**config.mk**
```make
export PLATFORM = sky130hd
export DESIGN_NAME = bloom_bram_rmw_ctrl
export DESIGN_NICKNAME = d
export VERILOG_FILES = /design/src/rtl/bloom_bram_pkg.sv /design/src/rtl/bloom_fwd_hist.sv /design/src/rtl/bloom_bram_rmw_ctrl.sv
export SDC_FILE = /design/constraint.sdc
export NUM_CORES = 1
export LEC_CHECK = 0
export CAP_MARGIN = 30
export CORE_MARGIN = 2
export CORE_UTILIZATION = 45
export DETAILED_ROUTE_END_ITERATION = 16
export PLACE_DENSITY = 0.85
export SYNTH_ARGS = -nofsm -noshare
export SYNTH_HDL_FRONTEND = slang
export SYNTH_SLANG_ARGS = --single-unit
export TNS_END_PERCENT = 20
```
**constraint.sdc**
```tcl
create_clock -name clk -period 7.6 [get_ports clk]
set_input_delay 1.52 -clock clk [delete_from_list [all_inputs] [get_ports clk]]
set_output_delay 1.52 -clock clk [all_outputs]
set_load 0.05 [all_outputs]
```
**src/rtl/bloom_bram_pkg.sv**
```systemverilog
// Shared types and helpers for the bloom-filter BRAM read-modify-write controller.
package bloom_bram_pkg;

    localparam logic OP_QUERY  = 1'b0;
    localparam logic OP_INSERT = 1'b1;

    // Pipeline entries carry addr/bit at a fixed maximum width so the struct
    // can live in the package; users slice out the configured widths.
    localparam int unsigned PIPE_ADDR_W = 24;
    localparam int unsigned PIPE_BIT_W  = 8;

    typedef enum logic [1:0] {
        StClear = 2'd0,
        StRun   = 2'd1,
        StDrain = 2'd2
    } state_e;

    typedef struct packed {
        logic                   valid;
        logic                   op;
        logic [PIPE_ADDR_W-1:0] addr;
        logic [PIPE_BIT_W-1:0]  bit_pos;
    } pipe_entry_t;

    function automatic int unsigned clog2(input int unsigned value);
        int unsigned res;
        res = 0;
        for (int i = 0; i < 32; i++) begin
            if ((32'd1 << i) < value) res = i + 1;
        end
        return res;
    endfunction

    function automatic int unsigned idx_width(input int unsigned l2_depth,
                                              input int unsigned width);
        return l2_depth + clog2(width);
    endfunction

endpackage

```
**src/rtl/bloom_fwd_hist.sv**
```systemverilog
// Two-entry history of recent port-2 writes. Covers the window in which a
// committed write is not yet visible on the read port; h0 (newest) wins.
module bloom_fwd_hist
    import bloom_bram_pkg::*;
#(
    parameter int unsigned L2_DEPTH = 8,
    parameter int unsigned WIDTH    = 32
) (
    input  logic                clk,
    input  logic                rst,
    input  logic                flush,
    input  logic                wr_valid,
    input  logic [L2_DEPTH-1:0] wr_addr,
    input  logic [WIDTH-1:0]    wr_data,
    input  logic [L2_DEPTH-1:0] lk_addr,
    output logic                fwd_sel,
    output logic [WIDTH-1:0]    fwd_data
);

    logic                h0_valid_q, h1_valid_q;
    logic [L2_DEPTH-1:0] h0_addr_q, h1_addr_q;
    logic [WIDTH-1:0]    h0_data_q, h1_data_q;

    // Shift the newest write into h0, ageing h0 into h1.
    always_ff @(posedge clk or posedge rst) begin
        if (rst) begin
            h0_valid_q <= 1'b0;
            h1_valid_q <= 1'b0;
            h0_addr_q  <= '0;
            h1_addr_q  <= '0;
            h0_data_q  <= '0;
            h1_data_q  <= '0;
        end else if (flush) begin
            h0_valid_q <= 1'b0;
            h1_valid_q <= 1'b0;
        end else begin
            h0_valid_q <= wr_valid;
            h0_addr_q  <= wr_addr;
            h0_data_q  <= wr_data;
            h1_valid_q <= h0_valid_q;
            h1_addr_q  <= h0_addr_q;
            h1_data_q  <= h0_data_q;
        end
    end

    // Priority match: the newer write holds the more complete word.
    always_comb begin
        fwd_sel  = 1'b0;
        fwd_data = '0;
        if (h0_valid_q && (h0_addr_q == lk_addr)) begin
            fwd_sel  = 1'b1;
            fwd_data = h0_data_q;
        end else if (h1_valid_q && (h1_addr_q == lk_addr)) begin
            fwd_sel  = 1'b1;
            fwd_data = h1_data_q;
        end
    end

endmodule

```
**src/rtl/bloom_bram_rmw_ctrl.sv**
```systemverilog
// Bloom-filter BRAM initiator: turns bit query/insert requests into word
// read-modify-write cycles (port 1 reads, port 2 writes) and sweeps the
// array to zero after reset and on clear request.
module bloom_bram_rmw_ctrl
    import bloom_bram_pkg::*;
#(
    parameter int unsigned L2_DEPTH = 8,
    parameter int unsigned WIDTH    = 32,
    localparam int unsigned IDX_W   = L2_DEPTH + clog2(WIDTH)
) (
    input  logic                clk,
    input  logic                rst,
    input  logic                req_valid,
    output logic                req_ready,
    input  logic                req_op,
    input  logic [IDX_W-1:0]    req_idx,
    output logic                resp_valid,
    output logic                resp_hit,
    input  logic                clear_req,
    output logic                clear_busy,
    output logic                bram_en1,
    output logic                bram_we1,
    output logic                bram_rst1,
    output logic                bram_regce1,
    output logic [L2_DEPTH-1:0] bram_addr1,
    output logic [WIDTH-1:0]    bram_din1,
    input  logic [WIDTH-1:0]    bram_dout1,
    output logic                bram_en2,
    output logic                bram_we2,
    output logic                bram_rst2,
    output logic                bram_regce2,
    output logic [L2_DEPTH-1:0] bram_addr2,
    output logic [WIDTH-1:0]    bram_din2,
    input  logic [WIDTH-1:0]    bram_dout2
);

    localparam int unsigned BIT_W = clog2(WIDTH);

    state_e              state_q, state_d;
    logic [L2_DEPTH-1:0] cnt_q, cnt_d;
    pipe_entry_t         s1_q, s1_d, s2_q, s2_d;
    logic                resp_valid_q, resp_hit_q;

    logic                accept;
    logic [L2_DEPTH-1:0] req_addr;
    logic [BIT_W-1:0]    req_bit;
    logic [L2_DEPTH-1:0] s2_addr;
    logic [BIT_W-1:0]    s2_bit;
    logic                s2_write;
    logic                s2_hit;
    logic                fwd_sel;
    logic [WIDTH-1:0]    fwd_data;
    logic [WIDTH-1:0]    base_word;
    logic [WIDTH-1:0]    ins_word;

    assign req_addr = req_idx[IDX_W-1:BIT_W];
    assign req_bit  = req_idx[BIT_W-1:0];
    assign s2_addr  = s2_q.addr[L2_DEPTH-1:0];
    assign s2_bit   = s2_q.bit_pos[BIT_W-1:0];

    assign req_ready  = (state_q == StRun);
    assign clear_busy = (state_q != StRun);
    assign accept     = req_ready && req_valid;

    // Next state: sweep DEPTH words, run, then drain the pipe before sweeping again.
    always_comb begin
        state_d = state_q;
        cnt_d   = cnt_q;
        unique case (state_q)
            StClear: begin
                cnt_d = cnt_q + 1'b1;
                if (cnt_q == '1) state_d = StRun;
            end
            StRun: begin
                if (clear_req) state_d = StDrain;
            end
            StDrain: begin
                if (!s1_q.valid && !s2_q.valid && !resp_valid_q) begin
                    state_d = StClear;
                    cnt_d   = '0;
                end
            end
            default: begin
                state_d = StClear;
                cnt_d   = '0;
            end
        endcase
    end

    // Pipeline advance; nothing is in flight while sweeping.
    always_comb begin
        s1_d = '0;
        if (accept) begin
            s1_d.valid   = 1'b1;
            s1_d.op      = req_op;
            s1_d.addr    = PIPE_ADDR_W'(req_addr);
            s1_d.bit_pos = PIPE_BIT_W'(req_bit);
        end
        s2_d = s1_q;
        if (state_q == StClear) s2_d = '0;
    end

    // State, sweep counter, pipeline and response registers.
    always_ff @(posedge clk or posedge rst) begin
        if (rst) begin
            state_q      <= StClear;
            cnt_q        <= '0;
            s1_q         <= '0;
            s2_q         <= '0;
            resp_valid_q <= 1'b0;
            resp_hit_q   <= 1'b0;
        end else begin
            state_q      <= state_d;
            cnt_q        <= cnt_d;
            s1_q         <= s1_d;
            s2_q         <= s2_d;
            resp_valid_q <= s2_q.valid;
            resp_hit_q   <= s2_q.valid && s2_hit;
        end
    end

    bloom_fwd_hist #(
        .L2_DEPTH (L2_DEPTH),
        .WIDTH    (WIDTH)
    ) u_fwd_hist (
        .clk      (clk),
        .rst      (rst),
        .flush    (state_q == StClear),
        .wr_valid (s2_write),
        .wr_addr  (s2_addr),
        .wr_data  (ins_word),
        .lk_addr  (s2_addr),
        .fwd_sel  (fwd_sel),
        .fwd_data (fwd_data)
    );

    // Stage 2: pick the freshest copy of the word and merge the new bit.
    always_comb begin
        base_word = fwd_sel ? fwd_data : bram_dout1;
        s2_hit    = base_word[s2_bit];
        ins_word  = base_word | (WIDTH'(1) << s2_bit);
        s2_write  = s2_q.valid && (s2_q.op == OP_INSERT);
    end

    // BRAM port drive; rst gates port 2 because the reset state is the sweep.
    always_comb begin
        bram_en1    = accept;
        bram_we1    = 1'b0;
        bram_rst1   = 1'b0;
        bram_regce1 = s1_q.valid;
        bram_addr1  = accept ? req_addr : '0;
        bram_din1   = '0;
        bram_en2    = 1'b0;
        bram_we2    = 1'b0;
        bram_rst2   = 1'b0;
        bram_regce2 = 1'b0;
        bram_addr2  = '0;
        bram_din2   = '0;
        if (rst) begin
            bram_en2 = 1'b0;
        end else if (state_q == StClear) begin
            bram_en2   = 1'b1;
            bram_we2   = 1'b1;
            bram_addr2 = cnt_q;
        end else if (s2_write) begin
            bram_en2   = 1'b1;
            bram_we2   = 1'b1;
            bram_addr2 = s2_addr;
            bram_din2  = ins_word;
        end
    end

    assign resp_valid = resp_valid_q;
    assign resp_hit   = resp_hit_q;

    logic unused_sig;
    assign unused_sig = ^{bram_dout2, s2_q.addr[PIPE_ADDR_W-1:L2_DEPTH],
                          s2_q.bit_pos[PIPE_BIT_W-1:BIT_W]};

endmodule

```
# ---- Word level (Yosys, flattened, before mapping)
# Cells that the tools add are included.
dict set report word_totals {
  regBits 143
  output_inout_bits 92
  elab_cells 72
}
dict set report classes {
  n_addsub 1
  order_cmp 1
  n_eq_ne 9
  n_shift 1
  n_mux 27
  bitwise_logic 2
  reduce_logical 13
}
# op n
set ops {}
lappend ops {{two-way mux 32 bit} 6}
lappend ops {{two-way mux 34 bit} 2}
lappend ops {{two-way mux 8 bit} 5}
lappend ops {{bitwise OR 32 bit} 1}
lappend ops {{<< shifter 1 x 5 -> 32 bit, first input constant} 1}
lappend ops {{case mux 8 bit (3 select lines)} 1}
lappend ops {{equality test 8 bit} 2}
lappend ops {{adder 8 x 1 -> 8 bit, second input constant} 1}
lappend ops {{equality test 8 bit, second input constant} 1}
lappend ops {{two-way mux 1 bit} 8}
lappend ops {{logical AND 1 bit} 7}
lappend ops {{less-than comparator 5 x 6 -> 1 bit, second input constant} 1}
lappend ops {{two-way mux 2 bit} 3}
lappend ops {{case mux 2 bit (3 select lines)} 1}
lappend ops {{binary-select mux 1 bit (select 5 bit)} 1}
lappend ops {{inequality test 2 x 1 -> 1 bit, second input constant} 2}
lappend ops {{inequality test 2 bit, second input constant} 2}
lappend ops {{logical NOT 1 bit} 3}
lappend ops {{AND reduction 3 bit} 1}
lappend ops {{equality test 2 x 1 -> 1 bit, second input constant} 1}
lappend ops {{equality test 2 bit, second input constant} 1}
lappend ops {{logical NOT 2 bit} 1}
lappend ops {{AND reduction 2 bit} 1}
lappend ops {{NOT 1 bit} 1}

# ---- Logic depth before layout (Yosys ltp)
# Gate-level depths: netlist (run 1).
dict set report logic_depth {
  ltp_word 9
  depth_mapped 11
}

# ---- Hierarchy
# From an unflattened synthesis (run 1), not the netlist that was laid out.
dict set report hier_totals {
  cells_unflattened 719
  area_unflattened_um2 7289.5
}
# mod n_inst cells_each area_per_inst_um2
set by_module_without_submodules {}
lappend by_module_without_submodules {bloom_fwd_hist 1 348 3911.3}
lappend by_module_without_submodules {bloom_bram_rmw_ctrl 1 371 3378.2}

# ---- Worst setup path after synthesis (run 1)
# OpenSTA, ideal clock, no wires.
dict set report synth_timing {
  path_type {input -> output}
  startpoint {in rst}
  endpoint {out bram_din2[14]}
  t_arrival_ps 5648
  required_time_ps 6080
  slack_ps 432
  path_stages 4
  path_buffers 1
  cell_sequence {inv_1 > nand2_1 > clkbuf_1 > a21oi_1}
}
dict set report synth_via {
  elab_chain_cells 1
}
# element line
set synth_rtl {}
lappend synth_rtl {{start, declared} bloom_bram_rmw_ctrl.sv:12} ;# input logic rst,
lappend synth_rtl {{two-way mux 32 bit} bloom_bram_rmw_ctrl.sv:159} ;# if (rst) begin
lappend synth_rtl {{end, declared} bloom_bram_rmw_ctrl.sv:33} ;# output logic [WIDTH-1:0] bram_din2,
# Every way passes these cells.

# ---- Worst setup path in the final report (run 1)
dict set report layout_timing {
  startpoint {reg s2_q, in the netlist s2_addr[3]}
  endpoint {out bram_din2[10]}
}
dict set report layout_via {
  elab_chain_cells 9
  elab_cells_between_ends 13
}
# element line
set layout_rtl {}
lappend layout_rtl {{start, declared} bloom_bram_rmw_ctrl.sv:41} ;# pipe_entry_t s1_q, s1_d, s2_q, s2_d;
lappend layout_rtl {{start signal, assigned} bloom_bram_rmw_ctrl.sv:109} ;# s2_q <= '0;
lappend layout_rtl {{start signal, assigned} bloom_bram_rmw_ctrl.sv:116} ;# s2_q <= s2_d;
lappend layout_rtl {{equality test 8 bit} bloom_fwd_hist.sv:53} ;# end else if (h1_valid_q && (h1_addr_q == lk_addr)) begin
lappend layout_rtl {{logical AND 1 bit} bloom_fwd_hist.sv:53}
lappend layout_rtl {{two-way mux 32 bit / two-way mux 1 bit (equally long branches)} bloom_fwd_hist.sv:53}
lappend layout_rtl {{two-way mux 32 bit / two-way mux 1 bit (equally long branches)} bloom_fwd_hist.sv:50} ;# if (h0_valid_q && (h0_addr_q == lk_addr)) begin
lappend layout_rtl {{two-way mux 32 bit (*)} bloom_bram_rmw_ctrl.sv:139} ;# base_word = fwd_sel ? fwd_data : bram_dout1;
lappend layout_rtl {{bitwise OR 32 bit (*)} bloom_bram_rmw_ctrl.sv:141} ;# ins_word = base_word | (WIDTH'(1) << s2_bit);
lappend layout_rtl {{two-way mux 32 bit (*)} bloom_bram_rmw_ctrl.sv:165} ;# end else if (s2_write) begin
lappend layout_rtl {{two-way mux 32 bit (*)} bloom_bram_rmw_ctrl.sv:161} ;# end else if (state_q == StClear) begin
lappend layout_rtl {{two-way mux 32 bit (*)} bloom_bram_rmw_ctrl.sv:159}
# Every way passes the cells marked *; elsewhere a longest branch is shown, timed or not.

==> results of run 1 <==
-- final cells by class --
| cell class | count | area [um2] |
|---|---|---|
| clock buffer | 19 | 443 |
| clock inverter | 11 | 146 |
| fill | 1266 | 6600 |
| inverter | 8 | 32.5 |
| multi-input combinational | 637 | 3330 |
| sequential | 124 | 3100 |
| tap | 188 | 235 |
| timing repair buffer | 116 | 1140 |
-- cells in the mapped netlist (3+ instances only) --
master | n | area (um2)
nor3_1 | 10 | 50.1
buf_4 | 46 | 345
and2_1 | 20 | 125
and3_1 | 24 | 150
mux4_2 | 3 | 67.6
clkbuf_1 | 46 | 173
inv_1 | 8 | 30.0
nand3_1 | 12 | 60.1
dfrtp_1 | 124 | 3100
o31ai_1 | 4 | 30.0
xnor2_1 | 13 | 114
xor2_1 | 3 | 26.3
a21o_1 | 4 | 30.0
mux2i_1 | 25 | 250
buf_1 | 3 | 11.3
a21oi_1 | 75 | 375
a22oi_1 | 3 | 22.5
a2bb2oi_1 | 3 | 26.3
a31oi_1 | 29 | 181
nand2_1 | 226 | 848
a211oi_1 | 4 | 30.0
o21ai_0 | 29 | 145
a221oi_1 | 4 | 35.0
nor2_1 | 70 | 263
-- power by group through the flow --
stage | combinational, mW | clock, mW | sequential [mW]
finish | 0.284 | 0.812 | 0.829
global route | 0.315 | 0.848 | 0.841
CTS | 0.285 | 0.820 | 0.825
floorplan | 0.220 | 0 | 0.815
detailed placement | 0.282 | 0 | 0.835
global placement | 0.271 | 0 | 0.830
-- sequential cells by signal, indices dropped and copies added, names as in the netlist --
name	count
bram_regce1	1
cnt_q	8
resp_hit	1
resp_valid	1
s1_q	14
s2_addr	8
s2_bit	5
s2_q	2
state_q	2
u_fwd_hist.h0_addr_q	8
u_fwd_hist.h0_data_q	32
u_fwd_hist.h0_valid_q	1
u_fwd_hist.h1_addr_q	8
u_fwd_hist.h1_data_q	32
u_fwd_hist.h1_valid_q	1
-- cell families after synthesis --
logic type | synth area share [%]
and+or+nand+nor | 23.9
muxes | 5.24
DFF | 45.2
other | 0.0547
xor gates and xnor gates | 2.04
buffers and inverters | 8.30
adders and majority gates | 0.182
AOI/OAI and AO/OA | 15.0
-- layout by cell type (no fill, tap or decap), drive strengths merged, types with 4 or more instances in the layout --
| master | count |
|---|---|
| a211oi | 4 |
| a21o | 4 |
| a21oi | 75 |
| a221oi | 4 |
| a31oi | 29 |
| and2 | 20 |
| and3 | 24 |
| buf | 11 |
| clkbuf | 19 |
| clkdlybuf4s50 | 105 |
| clkinvlp | 5 |
| conb | 36 |
| dfrtp | 124 |
| inv | 8 |
| mux2i | 25 |
| nand2 | 227 |
| nand3 | 12 |
| nor2 | 70 |
| nor3 | 11 |
| o21ai | 29 |
| o31ai | 4 |
| xnor2 | 13 |
-- per-layer routing --
metal | global-route usage [%] | wire length, um | vias to the layer above | part of all wire, %
met5 | 0 | 0 | - | 0
met3 | 6.16 | 1780 | 54 | 9.5
li1 | - | - | 2889 | -
met2 | 38.6 | 9050 | 398 | 48
met1 | 30.5 | 7480 | 3019 | 40
met4 | 9.83 | 454 | 0 | 2.4
-- final timing paths --
check | start | endpoint | slack [ps] | depth (start not counted)
worst max-delay path | s2_addr[3] | bram_din2[10] | 1820 | 9
worst min-delay path | s1_q[32] | s2_q[32] | 440 | 1
worst max register to register | s2_addr[3] | resp_hit | 3740 | 9
worst min register to register | s1_q[32] | s2_q[32] | 440 | 1
max in group asynchronous | rst | u_fwd_hist.h1_data_q[19] | 4480 | 4
min in group asynchronous | rst | u_fwd_hist.h0_addr_q[4] | 1820 | 3
-- stage by stage --
step / setup slack (ps) / hold slack [ps] / power (mW) / utilization, %
final: 1820 / 443 / 1.92 / 56.1
after global routing: 1660 / 459 / 2.00 / 56.1
after CTS: 1900 / 445 / 1.93 / 56.1
after detailed placement: 1920 / 432 / 1.12 / 52.2
after global placement: 1930 / 429 / 1.10 / 52.0
after floorplan: 432 / 428 / 1.03 / -
==> flow_summary_export.csv, run 1 <==
group,metric,value,unit
status,outcome,"finished clean",
sta,finClkSkew,8.53,ps
clocking,cts_made_buffers,17,
synth,synth_ff_type,"dfrtp_1",
cells_and_area,antennaDiodeCount,0,
worst_hold_path,hold_path.class,"register to register",
worst_setup_path,cp_common_cell,"nor2_1",
clocking,cts_setup_buffers,0,
power_and_ir_drop,power_frac_seq,43.1,%
power_and_ir_drop,irDropWorstVdd,0.159,mV
power_and_ir_drop,p_int,1.38,mW
sta,fin_setup_tns,0,ps
power_and_ir_drop,p_sw,0.547,mW
cells_and_area,drive_above_1_share,6.12,%
worst_setup_path,start_kind,"register",
sta,min_period_over_period,76.0,%
run,max_cap_viol_count,0,
clocking,clk_latency,420,ps
global_route,grt_pass1_wl,30.9,mm
power_and_ir_drop,combPwrFrac,14.7,%
power_and_ir_drop,switching_share,28.4,%
floorplanning,start_util,45.6,%
clocking,cts_root_buffer,"clkbuf_16",
power_and_ir_drop,p_leak,3.84,nW
power_and_ir_drop,pwr-share-clk,42.2,%
synth,synth-edff-count,0,
global_route,antenna_found_initial,0,
cells_and_area,nets,987,
synth,ys_seq_area_share,45.2,%
synth,synth_area,6860,um2
clocking,ctsHoldBuffers,0,
cells_and_area,area_growth,22.9,%
worst_setup_path,max_stage_delay,820,ps
drt,wl_per_cell,17.0,um
floorplanning,fp.dieArea,16200,um2
clocking,htreeDepth,4,
worst_setup_path,crit_fanout,18,
place,io_buffers,105,
synth,syn_inst,831,
clocking,clk_pin_slew,50,ps
drt,vias,6360,
sta,finalSetupViolations,0,
cells_and_area,fin_cells,1103,
synth,ys_seq_elements,124,
floorplanning,placeableCoreArea,15000,um2
clocking,cts_tree,"yes",
drt,wl,18.8,mm
place,dp.cells,1073,
drt,drc,0,
global_route,grt_start_max_net_pins,97,
worst_setup_path,path_delay_family,"simple AND/OR/NAND/NOR gates",
floorplanning,num_rows,45,
clocking,clockBufferDepth,2,
power_and_ir_drop,powerDensity,228,nW/um2
sta,worst_pin_slew,1060,ps
place,gp_congestion,0.887,
sta,fmax,173,MHz
worst_setup_path,cp_cell_sequence,"xor2_1, or3_4, nor3_4, buf_4, mux2i_1, nor2_1, a221oi_1, nor2_1, clkdlybuf4s50_1",
global_route,grt_pass1_vias,6211,
sta,final_hold_viol_count,0,
drt,drt-initial-drc-count,841,
place,hpwlAfterDp,12.1,mm
sta,relSlewSlack,29.3,%
sta,rsz0062_at_grt,"false",
sta,finalMaxSlewViolations,0,
global_route,overflow,0,
floorplanning,fp.dieW,127,um
drt,ant_nets,0,
worst_setup_path,end_kind,"output pin",
floorplanning,ioPinCount,174,
drt,via_per_inst,5.77,
sta,period_minus_slack,5780,ps
synth,async_reset_ff_share,100,%
worst_setup_path,cp_data_required_time,6080,ps
clocking,cts.sinks,124,
synth,ys_warn_count,0,
worst_setup_path,crit_buf_inv,2,
worst_setup_path,critPathSlowestCell,"nor3_4",
drt,dr.pass1.iters,5,
worst_setup_path,worstPathArrival,4260,ps
synth,avgSynthCellArea,8.25,um2
global_route,grt_use_total,23.8,%
place,place_area,7840,um2
floorplanning,fp.dieH,127,um
clocking,ctsResizeCount,0,
synth,synth_cell_types,55,
cells_and_area,fin_area,8430,um2
worst_setup_path,crit_type,"register to output pin",
Note: power is estimated with default switching activity, not from simulation.
==> run 2: changes to the inputs <==
- clock period: 7.6 -> 5.9 ns (I/O delays scaled with it)
==> run 2 against run 1 <==
Against the previous run:
- first-iteration DRC count increased by 7.1%
- combinational power increased by 29%
- via count decreased by 0.83%
- total power increased by 29%
- cell area increased by 0.58%
- sequential power increased by 29%
- wire length increased by 1.1%
- global-route usage decreased by 0.19 points
- clock skew about the same
- non-clock buffer count increased by 5
- critical path type unchanged
- largest cell class unchanged
==> flow_summary_export.csv, run 2 (synthesis results as in run 1) <==
group,metric,value,unit
cells_and_area,area_growth,23.6,%
worst_setup_path,cp_data_required_time,4720,ps
cells_and_area,final_common_cell,"nand2_1",
clocking,ctsHoldBuffers,0,
sta,fin_setup_tns,0,ps
place,hpwlAfterDp,12.1,mm
global_route,grt_pass1_vias,6070,
clocking,clockBufferDepth,2,
floorplanning,placeableCoreArea,15000,um2
place,gp_congestion,0.891,
sta,rsz0062_at_grt,"false",
global_route,overflow,0,
power_and_ir_drop,switching_share,30.8,%
cells_and_area,nets,992,
sta,period_minus_slack,5030,ps
global_route,grt_start_max_net_pins,85,
power_and_ir_drop,p_sw,0.764,mW
power_and_ir_drop,combPwrFrac,14.8,%
power_and_ir_drop,irDropWorstVdd,0.231,mV
global_route,antenna_found_initial,0,
sta,final_hold_viol_count,0,
clocking,cts_made_buffers,17,
floorplanning,num_rows,45,
sta,finalSetupViolations,0,
drt,ant_nets,0,
status,outcome,"finished clean",
sta,finalMaxSlewViolations,0,
clocking,cts_setup_buffers,0,
cells_and_area,final_core_util,56.4,%
worst_setup_path,worstPathArrival,3850,ps
power_and_ir_drop,pwr-share-clk,42.1,%
floorplanning,fp.dieH,127,um
sta,finClkSkew,8.99,ps
clocking,clk_pin_slew,60,ps
worst_setup_path,crit_fanout,13,
place,io_buffers,105,
clocking,ctsResizeCount,0,
sta,fmax,199,MHz
clocking,clk_latency,420,ps
worst_hold_path,hold_path.class,"register to register",
power_and_ir_drop,powerDensity,292,nW/um2
cells_and_area,fin_area,8480,um2
floorplanning,fp.dieArea,16200,um2
clocking,cts.sinks,124,
sta,relSlewSlack,39.4,%
global_route,grt_pass1_wl,30.4,mm
sta,min_period_over_period,85.2,%
drt,via_per_inst,5.68,
drt,vias,6307,
floorplanning,ioPinCount,174,
drt,dr.pass1.iters,8,
cells_and_area,final_cell_mix,"nand2_1, dfrtp_1, clkdlybuf4s50_1",
clocking,cts_tree,"yes",
worst_setup_path,end_kind,"output pin",
clocking,htreeDepth,4,
power_and_ir_drop,p_total,2.48,mW
drt,wl,19.0,mm
drt,drt-initial-drc-count,901,
place,place_area,7890,um2
power_and_ir_drop,p_leak,3.88,nW
cells_and_area,drive_above_1_share,6.83,%
run,max_cap_viol_count,0,
floorplanning,start_util,45.6,%
cells_and_area,fillers,1276,
drt,wl_per_cell,17.1,um
power_and_ir_drop,power_frac_seq,43.1,%
sta,worst_pin_slew,910,ps
drt,drc,0,
cells_and_area,antennaDiodeCount,0,
clocking,cts_root_buffer,"clkbuf_16",
cells_and_area,reg.largest.list,"u_fwd_hist.h0_data_q x32, u_fwd_hist.h1_data_q x32, s1_q x14",
global_route,grt_use_total,23.6,%
worst_setup_path,crit_type,"register to output pin",
floorplanning,fp.dieW,127,um
power_and_ir_drop,p_int,1.71,mW
worst_setup_path,start_kind,"register",
[run 2: changes by cell type in the layout (fill, tap and decap cells not counted), sizes merged]
cell	previous run	this run
clkbuf	19	18
bufinv	3	1
inv	8	16
clkinvlp	5	2
buf	11	16
[run 2: power by group through the flow]
stage	sequential, mW	combinational, mW	clock (mW)
after floorplan	1.05	0.283	0
after global placement	1.07	0.349	0
after detailed placement	1.08	0.362	0
after CTS	1.06	0.369	1.05
after global routing	1.08	0.404	1.10
final	1.07	0.367	1.04
[run 2: critical path, stage by stage, from the launching register on]
cell and delay, ps:
dfrtp_1 440, xnor2_1 310, and4_1 260, nand3_1 510, buf_4 400, nand2_1 120
o2bb2ai_1 160, a21boi_0 430, nor2_1 90, clkdlybuf4s50_1 710
[run 2: layer usage]
| metal | wire (um) | vias up | global-route usage [%] | part of all wire [%] |
|---|---|---|---|---|
| met1 | 7550 | 2998 | 30.1 | 40 |
| met5 | 0 | - | 0 | 0 |
| li1 | - | 2900 | - | - |
| met4 | 502 | 0 | 9.95 | 2.6 |
| met3 | 1690 | 46 | 5.86 | 8.9 |
| met2 | 9230 | 363 | 38.5 | 49 |
[run 2: through the flow]
| stage | worst slack [ps] | std cells | hold slack, ps |
|---|---|---|---|
| after global placement | 1260 | 1076 | 428 |
| after CTS | 951 | 1110 | 447 |
| final | 871 | 1110 | 445 |
| after global routing | 697 | 1110 | 462 |
| after detailed placement | 1260 | 1078 | 432 |
| after floorplan | 659 | 866 | 428 |
[run 2: path summary, 6_finish.rpt]
kind	startpoint	endpoint	slack, ps	cells past startpoint
max	s2_addr[1]	bram_din2[24]	870	9
max in group asynchronous	rst	u_fwd_hist.h1_data_q[3]	3050	4
min	s1_q[12]	s2_addr[4]	450	1
max reg2reg	s2_addr[0]	resp_hit	2180	10
min reg2reg	s1_q[12]	s2_addr[4]	450	1
min in group asynchronous	rst	u_fwd_hist.h0_addr_q[2]	1500	3
[run 2: final cells by class]
type                    count  area, um2  area share, %
multi-input cells         637       3330           39.3
flip-flops and latches    124       3100           36.6
repair buffers            121       1190           14.0
clock buffers              18        439           5.18
well taps                 188        235           2.77
clock inverters            14        146           1.73
inverters                   8       33.8          0.398
